[src/rtl/fwd_hazard_unit.sv]
// Forwarding select and load-use / memory-wait hazard controller for the 5-stage core.
// Optional performance counters are enabled with the FWD_HAZARD_PERF_EN macro.
module fwd_hazard_unit #(
    parameter int NUM_SRC = 2,
    parameter int REG_AW  = 5,
    parameter int CNT_W   = 32
) (
    input  logic                      clk,
    input  logic                      rst,
    input  logic [NUM_SRC*REG_AW-1:0] id_rs,
    input  logic [NUM_SRC-1:0]        id_rs_used,
    input  logic [REG_AW-1:0]         ex_rd,
    input  logic                      ex_regwrite,
    input  logic                      ex_memread,
    input  logic [REG_AW-1:0]         mem_rd,
    input  logic                      mem_regwrite,
    input  logic                      mem_memop,
    input  logic                      mem_ready,
    input  logic [REG_AW-1:0]         wb_rd,
    input  logic                      wb_regwrite,
    output logic [NUM_SRC*4-1:0]      fd_mode,
    output logic                      load_use,
    output logic                      stall_if,
    output logic                      stall_id,
    output logic                      bubble_ex,
    output logic                      stall_mem,
`ifdef FWD_HAZARD_PERF_EN
    output logic [CNT_W-1:0]          perf_lu_cnt,
    output logic [CNT_W-1:0]          perf_mem_cnt,
    output logic [CNT_W-1:0]          perf_fwd_cnt,
`endif
    output logic [1:0]                hazard_state
);

    typedef enum logic [1:0] {
        ST_RUN      = 2'd0,
        ST_BUBBLE   = 2'd1,
        ST_MEM_WAIT = 2'd2
    } state_t;

    state_t             r_state;
    logic [NUM_SRC-1:0] w_lu_hit;
    logic [NUM_SRC-1:0] w_fwd_any;
    logic               w_any_lu;
    logic               w_busy;

    genvar g;
    generate
        for (g = 0; g < NUM_SRC; g++) begin : g_src
            logic [REG_AW-1:0] w_rs;
            logic              w_qual;
            logic              w_ex_hit;
            logic              w_mem_hit;
            logic              w_wb_hit;
            logic [3:0]        w_sel;

            assign w_rs      = id_rs[g*REG_AW +: REG_AW];
            assign w_qual    = id_rs_used[g] && (w_rs != {REG_AW{1'b0}});
            assign w_ex_hit  = w_qual && ex_regwrite && (w_rs == ex_rd) && !ex_memread;
            assign w_mem_hit = w_qual && mem_regwrite && (w_rs == mem_rd);
            assign w_wb_hit  = w_qual && wb_regwrite && (w_rs == wb_rd);
            assign w_lu_hit[g] = w_qual && ex_regwrite && (w_rs == ex_rd) && ex_memread;

            // A pending load result cannot be forwarded, so lu_hit falls back to the register file.
            assign w_sel = w_lu_hit[g] ? 4'b1000 :
                           w_ex_hit    ? 4'b0001 :
                           w_mem_hit   ? 4'b0010 :
                           w_wb_hit    ? 4'b0100 : 4'b1000;

            assign fd_mode[g*4 +: 4] = rst ? 4'b1000 : w_sel;
            assign w_fwd_any[g]      = !w_sel[3];
        end
    endgenerate

    assign w_any_lu     = |w_lu_hit;
    assign hazard_state = r_state;

    // Stall condition: in MEM_WAIT the access is outstanding until mem_ready regardless of mem_memop.
    always_comb begin
        case (r_state)
            ST_MEM_WAIT: w_busy = !mem_ready;
            default:     w_busy = mem_memop && !mem_ready;
        endcase
    end

    // Pipeline control outputs; a memory stall takes precedence over load-use.
    always_comb begin
        load_use  = 1'b0;
        stall_if  = 1'b0;
        stall_id  = 1'b0;
        bubble_ex = 1'b0;
        stall_mem = 1'b0;
        if (rst) begin
            load_use  = 1'b0;
        end else if (w_busy) begin
            stall_if  = 1'b1;
            stall_id  = 1'b1;
            stall_mem = 1'b1;
        end else if (w_any_lu) begin
            load_use  = 1'b1;
            stall_if  = 1'b1;
            stall_id  = 1'b1;
            bubble_ex = 1'b1;
        end else begin
            load_use  = 1'b0;
        end
    end

    // Hazard FSM state register.
    always_ff @(posedge clk or posedge rst) begin
        if (rst) begin
            r_state <= ST_RUN;
        end else if (w_busy) begin
            r_state <= ST_MEM_WAIT;
        end else if (w_any_lu) begin
            r_state <= ST_BUBBLE;
        end else begin
            r_state <= ST_RUN;
        end
    end

`ifdef FWD_HAZARD_PERF_EN
    logic [CNT_W-1:0] r_lu_cnt;
    logic [CNT_W-1:0] r_mem_cnt;
    logic [CNT_W-1:0] r_fwd_cnt;

    // Event counters, wrapping modulo 2^CNT_W.
    always_ff @(posedge clk or posedge rst) begin
        if (rst) begin
            r_lu_cnt  <= {CNT_W{1'b0}};
            r_mem_cnt <= {CNT_W{1'b0}};
            r_fwd_cnt <= {CNT_W{1'b0}};
        end else begin
            r_lu_cnt  <= r_lu_cnt  + {{(CNT_W-1){1'b0}}, load_use};
            r_mem_cnt <= r_mem_cnt + {{(CNT_W-1){1'b0}}, stall_mem};
            r_fwd_cnt <= r_fwd_cnt + {{(CNT_W-1){1'b0}}, |w_fwd_any};
        end
    end

    assign perf_lu_cnt  = r_lu_cnt;
    assign perf_mem_cnt = r_mem_cnt;
    assign perf_fwd_cnt = r_fwd_cnt;
`endif

endmodule

[config.mk]
export PLATFORM = sky130hd
export DESIGN_NAME = fwd_hazard_unit
export DESIGN_NICKNAME = d
export VERILOG_FILES = /design/src/rtl/fwd_hazard_unit.sv
export SDC_FILE = /design/constraint.sdc
export NUM_CORES = 1
export LEC_CHECK = 0
export BUFFER_PORTS_ARGS = -buffer_cell sky130_fd_sc_hd__buf_4
export CORE_ASPECT_RATIO = 1.25
export CORE_MARGIN = 2
export CORE_UTILIZATION = 25
export CTS_CLUSTER_DIAMETER = 60
export DETAILED_ROUTE_END_ITERATION = 16
export GPL_ROUTABILITY_DRIVEN = 1
export PLACE_DENSITY = 0.59
export SKIP_LAST_GASP = 1
export SYNTH_ARGS = -nofsm -noshare
export SYNTH_HDL_FRONTEND = slang
export SYNTH_SLANG_ARGS = --single-unit
[constraint.sdc]
create_clock -name clk -period 2.2 [get_ports clk]
set_clock_uncertainty 0.15 [all_clocks]
set_input_delay 0.44 -clock clk [delete_from_list [all_inputs] [get_ports clk]]
set_output_delay 0.44 -clock clk [all_outputs]
set_load 0.05 [all_outputs]
-- Yosys cells after proc, flatten, opt, wreduce, memory -nomap -nowiden
Index checks and enable logic that the tools add are counted.
- register bits after elaboration: 2
- input bits: 35
- word-level logic and storage cells: 52
- equal/unequal tests: 7
- reductions and logical operators: 24
- mux-type cells: 20
- operators with widths (operator ; number):
    $mux W4 ; 10
    $eq A5 B5 Y1 ; 6
    $logic_and A1 B1 Y1 ; 19
    $reduce_bool A5 Y1 ; 2
    $mux W1 ; 9
    $eq A2 B2 Y1 const B ; 1
    $logic_not A1 Y1 ; 2
    $mux W2 ; 1
    $reduce_or A2 Y1 ; 1

-- Longest topological paths before layout
Gate-level depths: netlist of the first run.
- depth after elaboration: 9
- mapped depth: 6
- gate-level depth less buffers: 5

-- Worst setup path after synthesis of the first run
Ideal clock, no wire load.
- path type: in2out
- from: input id_rs[2]
- to: output load_use
- arrival: 2.661 ns
- cell stages on the path: 5
- setup slack: -1.051 ns
- data required time: 1.610 ns
- path buffers: 1
- cell sequence: xnor2_1 > nand4_1 > or3_4 > a2111oi_2 > buf_4
- word-level cells in the longest chain between the ends: 9
- elaborated cells between the ends (all ways): 10
- classes of those cells: 1 x eq/ne; 3 x mux; 6 x reduce/logical
- ends and longest elaborated chain (element ; line ; text):
    from (decl) ; 10 ; input logic [NUM_SRC*REG_AW-1:0] id_rs,
    $reduce_bool A5 Y1 ; 58 ; assign w_qual = id_rs_used[g] && (w_rs != {REG_AW{1'b0}});
    $logic_and A1 B1 Y1 ; 58 ;
    $logic_and A1 B1 Y1 ; 62 ; assign w_lu_hit[g] = w_qual && ex_regwrite && (w_rs == ex_rd) && ex_memread;
    $logic_and A1 B1 Y1 * (2 in a row) ; 62 ;
    $reduce_or A2 Y1 * ; 75 ; assign w_any_lu = |w_lu_hit;
    $mux W1 * (3 in a row) ; -- ;
    to (decl) ; 22 ; output logic load_use,
Mark *: on every way between the ends. The rest lies on a longest branch, timed or not.

-- Final worst setup path of the first run
- from: input ex_rd[1]
- to: output bubble_ex
- word-level cells in the longest chain between the ends: 7
- elaborated cells between the ends (all ways): 10
- classes of those cells: 2 x eq/ne; 3 x mux; 5 x reduce/logical
- ends and longest elaborated chain (element ; line ; text):
    from (decl) ; 12 ; input logic [REG_AW-1:0] ex_rd,
    $eq A5 B5 Y1 ; 62 ;
    $logic_and A1 B1 Y1 (2 in a row) ; 62 ;
    $reduce_or A2 Y1 * ; 75 ;
    $mux W1 * ; 99 ; end else if (w_any_lu) begin
    $mux W1 * ; 95 ; end else if (w_busy) begin
    $mux W1 * ; 93 ; if (rst) begin
    to (decl) ; 25 ; output logic bubble_ex,
Marked as above.

==> results.toml, run 1 <==
[sta]
finalHoldViolCount = 0
final-max-slew-violation-count = 0
fmax_mhz = 393
setup_viol_count_final = 12
max_slew.worst_pin.slew_ns = 0.343
finalCritPeriodShare_pct = 116
fin_crit_ns = 2.55
rsz0062_at_grt = "yes"
setup_ws_ns = -0.347
hold_slack_ns = 0.150
slew-limit-headroom_pct = 77.1

[layout]
final_nets = 197
drive_above_1_share_pct = 70.6
layout.cells.non_filler = 193
final_core_util_pct = 65.8
diodes = 0
finalInstanceArea_um2 = 1610
fill_cells = 219
syn2layout_area_growth_pct = 150
largest_reg_flops = 2

[setup_path]
crit_chain = "buf_8, xnor2_2, nand4_1, or3_4, a2111oi_4, buf_6"
crit_type = "in -> out"
r2r-end = "hazard_state[0]"
ff2ff_path_depth = 4
critPathCaptureType = "primary output"
start_kind = "input pin"
reg2reg_setup_slack_ns = 1.00
critPathRequiredTime_ns = 1.61
cp.arrival_ns = 1.96
r2r_start = "hazard_state[1]"
cp-startpoint = "ex_rd[1]"
slowest_stage = "or3_4"
worstPathMaxFanout = 5
cpPeakStageDelay_ns = 0.46

[clock_network]
cts_buffer_depth = 2
root_buffer = "clkbuf_4"
cts_made_buffers = 3
hold_buffers = 0
cts_tree = "done"
cts.sinks = 2
ctsHtreeMaxLevel = 1
clk_pin_slew_ns = 0.03
clock_latency_ns = 0.24

[floorplan]
fp.dieH_um = 60.8
core.rowCount = 20
boundaryPins = 50
core_area_um2 = 2450
die_w_um = 49.5
start_util_pct = 26.3
dieArea_um2 = 3010

[synthesis]
synth_cell_types = 29
synthCells = 80
async_flop_share_pct = 100
avgSynthCellArea_um2 = 8.07
synth_area_leader_cell = "xnor2_1"
ys_seq_area_share_pct = 7.75
syn_nets = 115
synth_ff_type = "dfrtp_1"
yosysWarnings = 0
yosysTopAreaCellShare_pct = 35.3
synth_area_leaders = "xnor2_1 35%, dfrtp_1 7.8%, nor3_1 5.4%"
synth_area_um2 = 646
synth_edf_count = 0
ys_ff_latch = 2

[drt]
vias = 912
detail_route.wl_per_cell_um = 13.2
wirelength_um = 2560
drt_iter0_markers = 7
antenna_left = 0
drc = 0
dr.pass1.iters = 3
viasPerCell = 4.73

[status]
violations = "negative setup slack"
status = "finished with violations"

[pwr]
ir_drop_uv = 119
power_leakage_uw = 0.000677
powerDensity_nw_per_um2 = 243

[grt]
grt_usage_pct = 18.1
grt_pass1_wl_um = 4000
antenna_found_initial = 0
gr-total-overflow = 0
grt_max_degree = 9
grt_pass1_vias = 961

[placement]
io_buffer_count = 49
place_congestion = 0.871
place_area_um2 = 1330
dp_slack_ns = -0.374
dp.cells = 183
place_hpwl_um = 2130

[hold_path]
min_path_type = "in -> async"

[run]
drv_cap = 0
## timing repair
| item | 4_1_cts | 5_1_grt |
|---|---|---|
| pin swaps | 13 | 11 |
| gates resized for setup | 23 | 21 |
| endpoints found under the hold margin | 0 | 0 |
| endpoints found under the setup margin | 12 | 12 |
| setup buffers | 4 | 3 |
## logic make-up after synthesis
logic type | after synthesis | share of synthesized area (%)
and+or+nand+nor | 31 | 32.2
buffers and inverters | 6 | 4.65
DFF | 2 | 7.75
AOI/OAI and AO/OA | 11 | 14.7
xor gates and xnor gates | 30 | 40.7
## metal layers
layer	wire, µm	GRT usage, %	part of all wire, %	vias to the layer above
li1	-	-	-	451
met4	40	10.3	1.6	0
met3	194	2.96	7.6	4
met5	0	0	0	-
met2	1510	38.4	59	45
met1	809	16.2	32	412
## final cells by class
| type | instances | area [µm²] | area share [%] |
|---|---|---|---|
| multi-input combinational | 72 | 795 | 49.2 |
| inverter | 3 | 11.3 | 0.698 |
| tap | 33 | 41.3 | 2.56 |
| sequential | 2 | 50.0 | 3.10 |
| clock buffer | 3 | 22.5 | 1.40 |
| timing repair buffer | 80 | 694 | 43.0 |
## worst max-delay path, delay by kind of cell
kind / cells / cell delay [ns]
AO/OA/AOI/OAI: 1 / 0.44
XOR/XNOR: 1 / 0.15
AND/OR/NAND/NOR: 2 / 0.61
buffers and inverters: 2 / 0.31
## placed cells by master (no fill, tap or decap), types with 3 or more instances in the layout
cell type and n:
buf_6 15, xor2_1 3, nand4_1 5, nand2_1 5, clkbuf_4 3, buf_8 5, and3_4 3, xnor2_2 3
inv_1 3, buf_4 60, xnor2_1 23, nor3_4 5
## per-stage QoR
stage | power (µW) | setup TNS, ns
final | 392 | -3.51
after CTS | 374 | -3.54
after global routing | 419 | -4.01
after global placement | 263 | -3.50
after floorplan | 147 | -3.54
after detailed placement | 267 | -3.67
## worst max-delay path by stage
stage / end / slack, ns / cells after the start
2_1_floorplan: load_use / -0.62 / 5
3_3_place_gp: fd_mode[7] / -0.35 / 7
3_5_place_dp: fd_mode[6] / -0.37 / 6
4_1_cts: fd_mode[6] / -0.35 / 7
5_1_grt: load_use / -0.39 / 6
6_report: bubble_ex / -0.35 / 6
## report_power, final
group          internal, µW  switching (µW)
Clock                  60.7            27.5
Sequential             38.4           0.652
Combinational           140             125
Total                   239             153
## Yosys cell counts, drive strengths merged, types with 2 or more instances
master,instances
and3,3
buf,2
dfrtp,2
inv,3
nand2,5
nand4,5
nor3,7
nor4b,2
o21ai,3
or4,3
xnor2,26
xor2,4
Power figures use the tool's default switching activity.
==> run 2: changes to the inputs <==
==> constraint.sdc (replaced) <==
create_clock -name clk -period 2.2 [get_ports clk]
set_clock_uncertainty 0.15 [all_clocks]
set_input_delay 0.44 -clock clk [delete_from_list [all_inputs] [get_ports clk]]
set_output_delay 0.44 -clock clk [all_outputs]
set_load 0.02 [all_outputs]
==> run 2 against run 1 <==
The run still ends with negative setup slack left; via count up 2.2%; global-route usage down 1.4 points; register-to-register slack worse by 0.04 ns; count of clock-buffer cells in the layout unchanged; total power down 6.6%; routed wire length down 2.1%; non-clock buffer count down 2; critical path depth unchanged; fmax up 3.1%; first-iteration DRC count up 14%; clock power down 4.2%; cell count down 1.0%; largest cell class unchanged; largest power group unchanged.
==> results.toml, run 2 (same netlist as run 1, synthesis figures left out) <==
[drt]
drt_iter0_markers = 8
drc = 0
vias = 932
viasPerCell = 4.88
antenna_left = 0
wirelength_um = 2500
detail_route.wl_per_cell_um = 13.1
dr.pass1.iters = 4

[floorplan]
core.rowCount = 20
start_util_pct = 26.3
dieArea_um2 = 3010
core_area_um2 = 2450
boundaryPins = 50
fp.dieH_um = 60.8
die_w_um = 49.5

[layout]
layout.cells.non_filler = 191
final_nets = 195
largest_reg_flops = 2
layout_commonest_cell = "buf_4"
drive_above_1_share_pct = 66.5
multiInputGateArea_um2 = 742
syn2layout_area_growth_pct = 136
register_area_um2 = 50.0
final_cell_mix = "63 x buf_4, 26 x xnor2_1, 12 x buf_6"
diodes = 0
fill_cells = 232

[sta]
finalCritPeriodShare_pct = 112
fmax_mhz = 405
rsz0062_at_grt = "yes"
hold_slack_ns = 0.0745
fin_crit_ns = 2.47
slew-limit-headroom_pct = 68.7
final-max-slew-violation-count = 0
setup_ws_ns = -0.270
setup_viol_count_final = 12
max_slew.worst_pin.slew_ns = 0.465
finalHoldViolCount = 0

[grt]
grt_max_degree = 9
antenna_found_initial = 0
grt_usage_pct = 16.8
grt_pass1_wl_um = 3880
grt_pass1_vias = 937
gr-total-overflow = 0

[placement]
place_congestion = 0.754
dp.cells = 179
dp_slack_ns = -0.333
place_hpwl_um = 2070
io_buffer_count = 49

[clock_network]
cts.sinks = 2
ctsHtreeMaxLevel = 1
cts_tree = "done"
cts_buffer_depth = 2
clock_latency_ns = 0.23
clk_pin_slew_ns = 0.03
cts_made_buffers = 3
root_buffer = "clkbuf_4"

[setup_path]
start_kind = "input pin"
r2r-end = "hazard_state[0]"
r2r_start = "hazard_state[1]"
crit_type = "in -> out"
endpoint = "fd_mode[3]"
critPathCaptureType = "primary output"
reg2reg_setup_slack_ns = 0.96
ff2ff_path_depth = 4
worstPathMaxFanout = 5
cp.arrival_ns = 1.88
cp-startpoint = "id_rs[1]"
critPathRequiredTime_ns = 1.61

[pwr]
p_total_uw = 366
powerDensity_nw_per_um2 = 240
ir_drop_uv = 112
power_leakage_uw = 0.000623

[run]
drv_cap = 0

[status]
status = "finished with violations"
violations = "negative setup slack"

[hold_path]
min_path_type = "in -> async"
[run 2: stage by stage]
stage	utilization (%)	setup TNS, ns	area, µm²
final	62.2	-2.91	1530
after global placement	51.8	-3.13	1270
after CTS	59.4	-3.11	1460
after global routing	62.2	-3.58	1530
after detailed placement	51.8	-3.37	1270
after floorplan	-	-0.827	729
[run 2: per-layer routing]
metal	vias up	routed length [µm]	GRT usage [%]
met2	57	1410	35.5
met4	0	14	5.95
li1	445	-	-
met3	2	238	2.71
met1	428	836	16.3
met5	-	0	0
[run 2: worst min-delay path by stage]
stage,to,slack [ns],cells past startpoint
6_report,hazard_state[1],0.07,2
5_1_grt,hazard_state[1],0.08,2
4_1_cts,hazard_state[1],0.07,2
3_5_place_dp,hazard_state[0],0.30,2
3_3_place_gp,hazard_state[0],0.30,2
2_1_floorplan,hazard_state[0],0.37,2
[run 2: power by group]
group / total, µW / internal, µW / leakage, µW / switching (µW)
combinational: 243 / 135 / 0.000582 / 108
sequential: 39.0 / 38.4 / 0.0000265 / 0.553
clock: 84.5 / 60.5 / 0.0000138 / 24.0
total: 366 / 234 / 0.000623 / 133
[run 2: layout make-up]
type | instances | area share, %
tap | 33 | 2.71
sequential | 2 | 3.28
multi-input combinational | 72 | 48.6
clock buffer | 3 | 1.48
inverter | 3 | 0.738
timing repair buffer | 78 | 43.2
[run 2: critical path, cell delays in order]
cell      delay (ns)
buf_6           0.10
or4_4           0.54
o21ai_4         0.25
nor3_2          0.11
o311ai_4        0.29
buf_6           0.15
[run 2: repair_timing]
action,in CTS,in global routing
pin swaps,8,9
endpoints found under the hold margin,0,0
hold buffers,0,0
setup endpoints to repair,12,12
buffers inserted,6,3
resized for setup,23,8
